==> src/rtl/mux_4way_16_pkg.sv <==
// Shared width, select encodings and parity helper for the registered 4:1 word mux.
// Pure definitions: no latency, no flow control.
package mux_4way_16_pkg;

    localparam int DEFAULT_WIDTH = 16;

    localparam logic [1:0] SEL_A = 2'b00;
    localparam logic [1:0] SEL_B = 2'b01;
    localparam logic [1:0] SEL_C = 2'b10;
    localparam logic [1:0] SEL_D = 2'b11;

    function automatic logic even_parity(input logic [DEFAULT_WIDTH-1:0] word);
        return ^word;
    endfunction

endpackage

==> src/rtl/mux_4way_16_core.sv <==
// Combinational WIDTH-bit 4:1 selector; every sel value maps to a source.
// Latency: zero. Backpressure: none, the output simply follows the inputs.
module mux_4way_16_core
    import mux_4way_16_pkg::*;
#(
    parameter int WIDTH = DEFAULT_WIDTH
) (
    input  logic [WIDTH-1:0] a,
    input  logic [WIDTH-1:0] b,
    input  logic [WIDTH-1:0] c,
    input  logic [WIDTH-1:0] d,
    input  logic [1:0]       sel,
    output logic [WIDTH-1:0] y
);

    always_comb begin
        y = a;
        case (sel)
            SEL_A:   y = a;
            SEL_B:   y = b;
            SEL_C:   y = c;
            SEL_D:   y = d;
            default: y = a;
        endcase
    end

endmodule

==> src/rtl/mux_4way_16.sv <==
// Registered 4:1 word mux; optional registered parity under MUX_4WAY_16_PARITY_EN.
// Latency: one clk from sel/data/en to out. Backpressure: none, en=0 holds out.
module mux_4way_16
    import mux_4way_16_pkg::*;
#(
    parameter int WIDTH = DEFAULT_WIDTH
) (
    input  logic             clk,
    input  logic             rst_n,
    input  logic [WIDTH-1:0] a,
    input  logic [WIDTH-1:0] b,
    input  logic [WIDTH-1:0] c,
    input  logic [WIDTH-1:0] d,
    input  logic [1:0]       sel,
    input  logic             en,
`ifdef MUX_4WAY_16_PARITY_EN
    output logic             out_parity,
`endif
    output logic [WIDTH-1:0] out,
    output logic             out_valid
);

    logic [WIDTH-1:0] sel_word;

    mux_4way_16_core #(.WIDTH(WIDTH)) u_core (
        .a   (a),
        .b   (b),
        .c   (c),
        .d   (d),
        .sel (sel),
        .y   (sel_word)
    );

    always_ff @(posedge clk or negedge rst_n) begin
        if (!rst_n) begin
            out       <= '0;
            out_valid <= 1'b0;
        end else begin
            if (en) begin
                out <= sel_word;
            end
            out_valid <= en;
        end
    end

`ifdef MUX_4WAY_16_PARITY_EN
    // Registered from the same word as out so the pair never disagrees.
    always_ff @(posedge clk or negedge rst_n) begin
        if (!rst_n) begin
            out_parity <= 1'b0;
        end else if (en) begin
            out_parity <= ^sel_word;
        end
    end
`endif

endmodule

==> config.mk <==
export PLATFORM = sky130hd
export DESIGN_NAME = mux_4way_16
export DESIGN_NICKNAME = d
export VERILOG_FILES = /design/src/rtl/mux_4way_16_pkg.sv /design/src/rtl/mux_4way_16_core.sv /design/src/rtl/mux_4way_16.sv
export SDC_FILE = /design/constraint.sdc
export NUM_CORES = 1
export LEC_CHECK = 0
export BUFFER_PORTS_ARGS = -buffer_cell sky130_fd_sc_hd__buf_2
export CAP_MARGIN = 20
export CORE_MARGIN = 4
export CORE_UTILIZATION = 36
export DETAILED_ROUTE_END_ITERATION = 8
export GPL_TIMING_DRIVEN = 0
export HOLD_SLACK_MARGIN = 0.08
export PLACE_DENSITY = 0.84
export SLEW_MARGIN = 20
export SYNTH_ARGS = -nofsm -noshare
export SYNTH_HDL_FRONTEND = slang
export SYNTH_SLANG_ARGS = --single-unit
==> constraint.sdc <==
create_clock -name clk -period 0.8 [get_ports clk]
set_clock_uncertainty 0.05 [all_clocks]
set_input_delay 0.2 -clock clk [delete_from_list [all_inputs] [get_ports clk]]
set_output_delay 0.2 -clock clk [all_outputs]
set_load 0.02 [all_outputs]
Yosys cells after proc, flatten, opt, wreduce, memory -nomap -nowiden
Cells that the tools add are included.

Register bits: 17. Bits in latches: 0. Bits in writable memories: 0. Bits in read-only memories: 0. Input bits: 69. Output and inout bits: 17. Logic and storage cells: 7. Memories: 0.

Add/subtract/negate cells: 0. Multipliers: 0. Div/mod/pow operators: 0. Order comparisons: 0. Equal/unequal tests: 3. Shifts and indexed selects: 0. Muxes and demuxes: 1. Bitwise operators: 0. Reduce and logical (&&, ||, !) cells: 1.

Operators by type and width (count): one-hot mux 16 bit (4 select lines) (1); equality test 2 bit (second input constant) (2); equality test 2 x 1 -> 1 bit (second input constant) (1); logical NOT 2 bit (1).

Logic depth before layout (Yosys ltp)
Gate-level depths: netlist (run 1).

Depth in word-level cells: 2. Mapped depth: 4.

By module
From an unflattened synthesis (run 1), not the netlist that was laid out.

Cells, all modules: 55. Area total of the unflattened synthesis: 1098.6 µm².

By module, submodules not included: mux_4way_16 (times used 1, cells an instance 35, area each 674.4 µm²); mux_4way_16_core (times used 1, cells an instance 20, area each 424.2 µm²).

Worst setup path before layout (run 1)
No wires, ideal clock.

Path kind: input-to-reg. From: input port sel[1]. To: register out[10]. Setup time: 0.132 ns. Arrival: 0.807 ns. Required time: 0.618 ns. Setup slack: -0.189 ns. Stages on the path: 4. Path through: buf_4 > buf_6 > mux2i_1 > o221ai_2.

Word-level cells in the longest chain between the ends: 2. Elaborated cells between the ends (all ways): 5. Classes of those cells: eq/ne (3); mux (1); reduce/logical (1).

RTL lines: start: declaration (RTL line mux_4way_16.sv:14) `input logic [1:0] sel,`; equality test 2 bit (tied with other cells) (RTL line mux_4way_16_core.sv:18) `case (sel)`; one-hot mux 16 bit (4 select lines) * (RTL line mux_4way_16_core.sv:18); end signal: assignment (RTL line mux_4way_16.sv:40) `out <= sel_word;`; end: declaration (RTL line mux_4way_16.sv:19) `output logic [WIDTH-1:0] out,`.

Every way passes the cells marked *; elsewhere a longest branch is shown, timed or not. A chain may end at the register's enable or synchronous reset.

Worst setup path in the final report (run 1)
From: register out[12]. To: output port out[12].

No word-level cell between the ends.

==> impl_summary.log, run 1 <==
[metrics] run status: finished, violations left
[metrics] violated checks: setup timing
[metrics] cells along the critical path: buf_6
[metrics] nets in the synthesized netlist: 160
[metrics] CP max stage cell: dfrtp_1
[metrics] Post-Place Cells: 219
[metrics] number of nets in the layout: 263
[metrics] standby leakage power: 1.033 nW
[metrics] count of buffers inserted at the top-level ports: 84
[metrics] CP max FO: 2
[metrics] RSZ-0062 raised after global routing: yes
[metrics] ports placed on the boundary: 86
[metrics] depth of the CTS H-tree: 1
[metrics] Post-Synth XOR/XNOR Area: 0
[metrics] combinational cell fraction of total power: 0.441
[metrics] number of antenna violations at the first check in global routing: 0
[metrics] TritonCTS clock tree: built
[metrics] Vias per Instance: 4.797
[metrics] layout-stage area growth over the synthesis result: 72.21%
[metrics] clock-pin slew on the worst setup and hold paths: 0.10 ns
[metrics] worst hold slack: 0.1384 ns
[metrics] endpoint type of the worst setup path: output port
[metrics] pin count of the biggest net entering global routing: 18
[metrics] worst path arrival time: 0.85 ns
[metrics] Max-slew headroom: 0.7305
[metrics] most common cell after layout, fill and taps aside: buf_2
[metrics] Required @ worst endpoint: 0.55 ns
[metrics] instance count of the mapped netlist: 91
[metrics] startpoint type of the worst setup path: flop
[metrics] NetSw: 0.0008787 W
[metrics] mean area per synthesized cell: 12.81 sq um
[metrics] die height: 64.92 um
[metrics] vias in the first global route: 1241
[metrics] vias after detailed routing: 1137
[metrics] sequential area share after synthesis: 0.3648
[metrics] number of sinks on the clock net: 17
[metrics] global-route wire length before repair: 5.775 mm
[metrics] global routing usage summed across all routing layers: 0.1829
[metrics] Cell Area, Placed: 1665 sq um
[metrics] cell internal power dissipation: 0.001829 W
[metrics] detailed-route wire length: 3.968 mm
[metrics] share of cells above drive strength 1: 0.6788
[metrics] mux share of post-synthesis cell area: 0.2747
[metrics] worst setup slack after layout: -0.3006 ns
[metrics] area of all placed cells without fillers: 2008 sq um
[metrics] floorplan core area: 3078 sq um
[metrics] number of warning messages in the yosys log: 0
[metrics] number of library cell types mapped by synthesis: 11
[metrics] source-to-sink clock delay at the later pin of the worst-skew pair: 0.28 ns
[metrics] post-route minimum period: 1.101 ns
[metrics] total congestion overflow after global routing: 0
[metrics] number of DRC markers after the initial detailed-route iteration: 10
[metrics] floorplan die area: 4214 sq um
[metrics] Avg WL per Cell: 16.74 um
[metrics] Setup TNS: -5.158 ns
[metrics] HPWL after detailed placement: 2.582 mm
[metrics] number of antenna repair diodes: 0
[metrics] Final Max Tran Viols: 0
[metrics] routability congestion estimate from global placement: 0.7303
[metrics] Worst Hold Class: in -> reg
[metrics] transition time of the tightest slew-check pin: 0.4042 ns
[metrics] sequential share of power: 0.387
[metrics] number of design rule violations left after detail routing: 0
[metrics] timing-limited maximum frequency: 0.9086 GHz
[metrics] cell at the root of the clock tree: clkbuf_4
[metrics] stage delay of the slowest cell on the critical path: 0.42 ns
[metrics] number of register bits inferred by synthesis: 17
[metrics] cts bufs inserted: 3
[metrics] total of max-cap violations: 0
[metrics] post-synthesis cell area: 1166 sq um
[metrics] endpoints failing hold: 0
[metrics] drt first pass iters: 3
[metrics] largest family of logic cells by synthesized area: multiplexers
[metrics] setup violators final: 25
[metrics] effective utilization at floorplan: 0.3789
[metrics] startpoint-to-endpoint class of the critical path: reg -> out
[metrics] Period Utilization, post-route: 1.376
[metrics] count of placed standard cells in the final layout, fillers left out: 237
[metrics] compound-cell area share of the yosys netlist: 0.1738
[metrics] highest-count cells in the layout ignoring fill and taps: buf_2, mux2i_1, buf_6
[metrics] net switching share of the total power: 0.3245
[metrics] share of synthesized cell area in and, or, nand and nor gates: 0.1073
[metrics] horizontal die dimension: 64.92 um
[metrics] number of buffers between clock root and the deepest sink: 2
[metrics] crit-path leading delay family: flip-flops
[metrics] number of nets with antenna violations after detailed routing: 0
[metrics] VDD IR-drop max: 0.9604 mV
[metrics] worst slack at placement: -0.3752 ns
[metrics] PwrDens: 1348 nW/um^2
[metrics] buffer and inverter count on the worst path: 1
[metrics] relative contribution of the clock network to total power: 0.172
[metrics] adder-cell share of the synthesized area: 0
[metrics] row cnt: 20
-- per-layer routing --
layer | wire, um | vias to the layer above | track usage
li1 | - | 555 | -
met1 | 1422 | 532 | 0.2004
met2 | 2224 | 46 | 0.3410
met3 | 269 | 4 | 0.05026
met4 | 52 | 0 | 0.05013
met5 | 0 | - | 0
-- sequential cells by signal, summed over array words and instances (netlist names) --
name       cells
out           16
out_valid      1
-- cell usage after synthesis, drive strengths merged --
cell           n  share of area
mux2i         32           0.27
dfrtp         17           0.36
nand2b        17           0.10
o221ai        16           0.17
buf            7          0.069
dlymetal6s2s   1          0.011
nand2          1         0.0032
-- power by group through the flow --
stage               registers, W  logic [W]  clock network (W)
global placement         0.00103   0.000848                  0
detailed placement       0.00103   0.000865                  0
global route             0.00106    0.00127           0.000516
finish                   0.00105    0.00119           0.000465
floorplan                0.00117   0.000375                  0
CTS                      0.00104    0.00108           0.000474
-- layout make-up --
type | count | area [sq um]
tap | 44 | 55.05
sequential | 17 | 425.4
buffer | 8 | 120.1
timing repair buffer | 98 | 658.1
clock buffer | 4 | 26.28
fill | 264 | 1070
multi-input combinational | 66 | 723.2
-- kinds of logic (layout without fill, tap and decap cells) --
kind of cell | after synthesis | in the layout
compound gates | 16 | 16
buf+inv | 8 | 110
mux | 32 | 32
flops | 17 | 17
simple gates | 18 | 18
-- what timing repair did --
item	CTS	global route
endpoints found under the setup margin	27	33
hold buffers	2	0
setup buffers	8	6
hold endpoints to repair	18	0
gates resized for setup	39	16
-- through the flow --
step,utilization,total power [W]
after CTS,0.6183,0.002593
after detailed placement,0.5411,0.001900
after floorplan,-,0.001546
final,0.6524,0.002707
after global placement,0.5411,0.001883
after global routing,0.6524,0.002851
-- path summary, 6_finish.rpt --
path	from	slack, ns	end	cells after the start
worst max register to register	out[15]	-0.06	out[15]	3
max in group asynchronous	rst_n	0.07	out[6]	2
worst max-delay path	out[12]	-0.30	out[12]	1
worst min register to register	out[2]	0.48	out[2]	2
min in group asynchronous	rst_n	0.33	out[3]	2
worst min-delay path	b[11]	0.14	out[11]	3
Note: power is estimated with default switching activity, not from simulation.
==> inputs of run 2 (changes only) <==
- CORE_MARGIN: 4 -> 2
- CORE_UTILIZATION: 36 -> 37
- CTS_BUF_LIST: unset -> sky130_fd_sc_hd__clkbuf_2
- PLACE_DENSITY: 0.84 -> 0.85
==> impl_summary.log, run 2 (synthesized netlist as in run 1, its figures left out) <==
[metrics] clock-pin slew on the worst setup and hold paths: 0.17 ns
[metrics] sequential share of power: 0.394
[metrics] share of cells above drive strength 1: 0.6891
[metrics] cell internal power dissipation: 0.001786 W
[metrics] number of sinks on the clock net: 17
[metrics] worst slack at placement: -0.3711 ns
[metrics] post-layout power: 0.002662 W
[metrics] relative contribution of the clock network to total power: 0.153
[metrics] worst path arrival time: 0.89 ns
[metrics] fill cell total of the finished layout: 253
[metrics] endpoints failing hold: 0
[metrics] number of nets in the layout: 263
[metrics] global-route wire length before repair: 5.306 mm
[metrics] Period Utilization, post-route: 1.428
[metrics] run status: finished, violations left
[metrics] number of nets with antenna violations after detailed routing: 0
[metrics] floorplan core area: 3028 sq um
[metrics] source-to-sink clock delay at the later pin of the worst-skew pair: 0.30 ns
[metrics] VDD IR-drop max: 0.6976 mV
[metrics] Post-Place Cells: 219
[metrics] NetSw: 0.0008767 W
[metrics] most common cell after layout, fill and taps aside: buf_2
[metrics] PwrDens: 1323 nW/um^2
[metrics] cts bufs inserted: 3
[metrics] drt first pass iters: 4
[metrics] area taken by flip-flops and latches: 425.4 sq um
[metrics] RSZ-0062 raised after global routing: yes
[metrics] cell at the root of the clock tree: clkbuf_2
[metrics] worst reg2reg path startpoint: out[8]
[metrics] multi-input gate area in the final layout: 725.7 sq um
[metrics] CP max FO: 2
[metrics] stage delay of the slowest cell on the critical path: 0.44 ns
[metrics] Hold Path Stages: 3
[metrics] number of antenna repair diodes: 0
[metrics] most flop-heavy register: out
[metrics] total congestion overflow after global routing: 0
[metrics] endpoint type of the worst setup path: output port
[metrics] routability congestion estimate from global placement: 0.7119
[metrics] number of design rule violations left after detail routing: 0
[metrics] flip-flop count of the largest register, all copies and words added: 16
[metrics] vias in the first global route: 1175
[metrics] ports placed on the boundary: 86
[metrics] worst setup slack after layout: -0.3420 ns
[metrics] number of DRC markers after the initial detailed-route iteration: 15
[metrics] layout-stage area growth over the synthesis result: 72.53%
[metrics] effective utilization at floorplan: 0.3851
[metrics] buffer and inverter count on the worst path: 1
[metrics] die height: 60.14 um
[metrics] Max-slew headroom: 0.7285
[metrics] Worst Hold Class: in -> reg
[metrics] row cnt: 20
[metrics] startpoint-to-endpoint class of the critical path: reg -> out
[metrics] Required @ worst endpoint: 0.55 ns
[metrics] combinational cell fraction of total power: 0.453
[metrics] pin count of the biggest net entering global routing: 18
[metrics] count of buffers inserted at the top-level ports: 84
[metrics] global routing usage summed across all routing layers: 0.1997
[metrics] number of buffers between clock root and the deepest sink: 2
[metrics] vias after detailed routing: 1159
[metrics] number of antenna violations at the first check in global routing: 0
[metrics] total of max-cap violations: 0
[metrics] setup violators final: 26
[metrics] violated checks: setup timing
[metrics] cells along the critical path: buf_6
[metrics] worst hold start: b[0]
[metrics] HPWL after detailed placement: 2.378 mm
[metrics] depth of the CTS H-tree: 1
[metrics] timing-limited maximum frequency: 0.8756 GHz
[metrics] Vias per Instance: 4.890
[metrics] Final Max Tran Viols: 0
[metrics] TritonCTS clock tree: built
[metrics] Avg WL per Cell: 15.36 um
[metrics] r2r worst-path depth: 4
[metrics] endpoint of the most critical register-to-register path: out[8]
[metrics] crit-path leading delay family: flip-flops
[metrics] floorplan die area: 3617 sq um
[metrics] post-route minimum period: 1.142 ns
[metrics] net switching share of the total power: 0.3293
[metrics] detailed-route wire length: 3.640 mm
[metrics] transition time of the tightest slew-check pin: 0.4073 ns
[metrics] count of placed standard cells in the final layout, fillers left out: 237
[metrics] Regs by FF count: out x16, out_valid x1
[metrics] horizontal die dimension: 60.14 um
[metrics] CP max stage cell: dfrtp_1
[metrics] standby leakage power: 1.039 nW
[metrics] register-to-register setup slack: -0.14 ns
[metrics] capture endpoint of the worst hold path: out[0]
[metrics] highest-count cells in the layout ignoring fill and taps: buf_2, mux2i_1, buf_6
[metrics] startpoint type of the worst setup path: flop
==> run 2: cell types whose count changed in the layout (fill, tap and decap cells not counted), moves of 2 or more <==
cell | before | now
clkbuf_2 | 0 | 4
buf_4 | 8 | 5
buf_6 | 24 | 26
clkbuf_4 | 3 | 1
==> run 2: how the worst max path moves through the flow <==
stage                       start      end  slack (ns)  cells past startpoint
after global routing      out[14]  out[14]       -0.39                      1
after detailed placement       en   out[1]       -0.37                      4
after floorplan            sel[1]  out[10]       -0.12                      4
after CTS                 out[15]  out[15]       -0.33                      1
after global placement         en   out[5]       -0.37                      4
final                     out[14]  out[14]       -0.34                      1
==> run 2: metal layers <==
layer / vias to the layer above / part of all wire / global-route usage
met2: 47 / 0.56 / 0.3789
met4: 0 / 0.012 / 0.07302
met3: 5 / 0.049 / 0.03030
met5: - / 0 / 0
li1: 557 / - / -
met1: 550 / 0.38 / 0.2203
==> run 2: cell type report <==
type                            instances  area share
Clock buffer                            4    0.009950
Sequential cell                        17      0.2114
Multi-Input combinational cell         66      0.3607
Tap cell                               44     0.02736
Buffer                                  8     0.05970
Timing Repair Buffer                   98      0.3308
==> run 2: power groups by stage <==
stage / clock network, W / registers [W] / logic [W]
3_3_place_gp: 0 / 0.00103 / 0.000848
6_report: 0.000407 / 0.00105 / 0.00121
3_5_place_dp: 0 / 0.00104 / 0.000860
5_1_grt: 0.000459 / 0.00106 / 0.00129
2_1_floorplan: 0 / 0.00117 / 0.000375
4_1_cts: 0.000418 / 0.00104 / 0.00108
==> run 2: repair_timing <==
item	CTS	global route
setup buffers	8	6
resized for setup	38	18
cloned	0	0
hold buffers	2	0
endpoints found under the hold margin	18	0
endpoints found under the setup margin	27	32
==> run 2: per-stage QoR <==
stage	hold WS (ns)	instance area [sq um]	util	TNS, ns
floorplan	-0.1456	1190	-	-1.760
detailed placement	0.1005	1665	0.5500	-4.787
global route	0.1181	2012	0.6645	-7.004
CTS	0.1267	1893	0.6252	-5.701
global placement	0.09436	1665	0.5500	-4.724
finish	0.1296	2012	0.6645	-5.847
==> inputs of run 3 (changes only) <==
- CELL_PAD_IN_SITES_DETAIL_PLACEMENT: unset -> 1
- CELL_PAD_IN_SITES_GLOBAL_PLACEMENT: unset -> 1
- CORE_UTILIZATION: 37 -> 27
- PLACE_DENSITY: 0.85 -> 0.86
==> impl_summary.log, run 3 (synthesized netlist as in run 1, its figures left out) <==
[metrics] Hold Path Stages: 3
[metrics] horizontal die dimension: 69.72 um
[metrics] total of max-cap violations: 0
[metrics] Worst Hold Class: in -> reg
[metrics] HPWL after detailed placement: 2.827 mm
[metrics] endpoint type of the worst setup path: output port
[metrics] post-route minimum period: 1.153 ns
[metrics] fill cell total of the finished layout: 465
[metrics] standby leakage power: 1.073 nW
[metrics] share of cells above drive strength 1: 0.7062
[metrics] relative contribution of the clock network to total power: 0.145
[metrics] startpoint-to-endpoint class of the critical path: reg -> out
[metrics] endpoints failing hold: 0
[metrics] vias after detailed routing: 1167
[metrics] source-to-sink clock delay at the later pin of the worst-skew pair: 0.28 ns
[metrics] depth of the CTS H-tree: 1
[metrics] number of nets with antenna violations after detailed routing: 0
[metrics] CP max stage cell: dfrtp_1
[metrics] clock-pin slew on the worst setup and hold paths: 0.19 ns
[metrics] worst setup slack after layout: -0.3526 ns
[metrics] number of antenna repair diodes: 0
[metrics] CP max FO: 2
[metrics] number of sinks on the clock net: 17
[metrics] TritonCTS clock tree: built
[metrics] global routing usage summed across all routing layers: 0.1704
[metrics] Avg WL per Cell: 16.97 um
[metrics] layout-stage area growth over the synthesis result: 77.79%
[metrics] floorplan core area: 4086 sq um
[metrics] effective utilization at floorplan: 0.2854
[metrics] detailed-route wire length: 4.140 mm
[metrics] row cnt: 23
[metrics] crit-path leading delay family: flip-flops
[metrics] global-route wire length before repair: 6.596 mm
[metrics] transition time of the tightest slew-check pin: 0.4015 ns
[metrics] total congestion overflow after global routing: 0
[metrics] timing-limited maximum frequency: 0.8676 GHz
[metrics] stage delay of the slowest cell on the critical path: 0.45 ns
[metrics] Regs by FF count: out x16, out_valid x1
[metrics] number of buffers between clock root and the deepest sink: 2
[metrics] Final Max Tran Viols: 0
[metrics] final core occ: 0.5073
[metrics] ports placed on the boundary: 86
[metrics] setup violators final: 29
[metrics] most common cell after layout, fill and taps aside: buf_2
[metrics] Max-slew headroom: 0.7323
[metrics] cell internal power dissipation: 0.001818 W
[metrics] Vias per Instance: 4.783
[metrics] floorplan die area: 4861 sq um
[metrics] flip-flop count of the largest register, all copies and words added: 16
[metrics] sequential share of power: 0.386
[metrics] highest-count cells in the layout ignoring fill and taps: buf_2, mux2i_1, buf_6
[metrics] number of DRC markers after the initial detailed-route iteration: 41
[metrics] vias in the first global route: 1362
[metrics] VDD IR-drop max: 0.5274 mV
[metrics] worst path arrival time: 0.90 ns
[metrics] most flop-heavy register: out
[metrics] count of buffers inserted at the top-level ports: 84
[metrics] buffer and inverter count on the worst path: 1
[metrics] RSZ-0062 raised after global routing: yes
[metrics] die height: 69.72 um
[metrics] logic depth of the worst setup path including buffers: 1
[metrics] cts bufs inserted: 3
[metrics] combinational cell fraction of total power: 0.470
[metrics] cell at the root of the clock tree: clkbuf_2
[metrics] violated checks: setup timing
[metrics] number of antenna violations at the first check in global routing: 0
[metrics] routability congestion estimate from global placement: 0.6629
[metrics] run status: finished, violations left
[metrics] PwrDens: 1324 nW/um^2
[metrics] net switching share of the total power: 0.3375
[metrics] number of design rule violations left after detail routing: 0
[metrics] Period Utilization, post-route: 1.441
[metrics] r2r worst-path depth: 4
[metrics] startpoint type of the worst setup path: flop
[metrics] cells along the critical path: buf_6
[metrics] drt first pass iters: 4
[metrics] Setup TNS: -6.019 ns
[metrics] Required @ worst endpoint: 0.55 ns
[metrics] number of nets in the layout: 264
[metrics] NetSw: 0.0009263 W
[metrics] pin count of the biggest net entering global routing: 18
run 3: tightest hold or removal path: cells and delay by family:
family                 cells  cell delay (ns)
AO/OA/AOI/OAI              1             0.12
buffers and inverters      1             0.07
multiplexers               1             0.06
run 3: power groups by stage:
stage / clock, W / sequential (W) / combinational [W]
finish: 0.000397 / 0.00106 / 0.00129
detailed placement: 0 / 0.00104 / 0.000872
CTS: 0.000414 / 0.00104 / 0.00112
global route: 0.000466 / 0.00107 / 0.00137
global placement: 0 / 0.00104 / 0.000858
floorplan: 0 / 0.00117 / 0.000375
run 3: per-stage QoR:
step           setup WS, ns  instance area [sq um]  total power (W)  instances  hold WS [ns]
2_1_floorplan       -0.1164                   1190         0.001546         91       -0.1456
3_3_place_gp        -0.4074                   1673         0.001894        225        0.1043
3_5_place_dp        -0.4029                   1673         0.001913        225        0.1131
4_1_cts             -0.3336                   1917         0.002571        240        0.1304
5_1_grt             -0.4237                   2073         0.002910        244       0.09766
6_report            -0.3526                   2073         0.002744        244        0.1284
run 3: worst paths after layout:
kind / start / endpoint / slack (ns)
max reg2reg: out[2] / out[2] / -0.14
max in group asynchronous: rst_n / out[12] / 0.12
min reg2reg: out[10] / out[10] / 0.51
max: out[1] / out[1] / -0.35
min: b[8] / out[8] / 0.13
min in group asynchronous: rst_n / out[1] / 0.28
run 3: metal layers:
| metal | vias to the layer above | wire length, um | track usage |
|---|---|---|---|
| li1 | 557 | - | - |
| met1 | 572 | 1447 | 0.1898 |
| met2 | 32 | 2483 | 0.3344 |
| met3 | 6 | 120 | 0.01453 |
| met4 | 0 | 88 | 0.05769 |
| met5 | - | 0 | 0 |
run 3: area by class of cell:
| class | instances | area [sq um] | area share |
|---|---|---|---|
| sequential | 17 | 425.4 | 0.2052 |
| clock buffer | 3 | 15.01 | 0.007242 |
| timing repair buffer | 99 | 691.9 | 0.3337 |
| multi-input combinational | 66 | 760.7 | 0.3669 |
| buffer | 8 | 112.6 | 0.05431 |
| tap | 50 | 62.56 | 0.03017 |
| clock inverter | 1 | 5.005 | 0.002414 |
run 3: repair_timing:
| item | CTS | global route |
|---|---|---|
| buffers inserted | 9 | 7 |
| hold endpoints to repair | 18 | 0 |
| setup endpoints to repair | 27 | 33 |
| hold buffers | 2 | 0 |
| resized for setup | 39 | 31 |
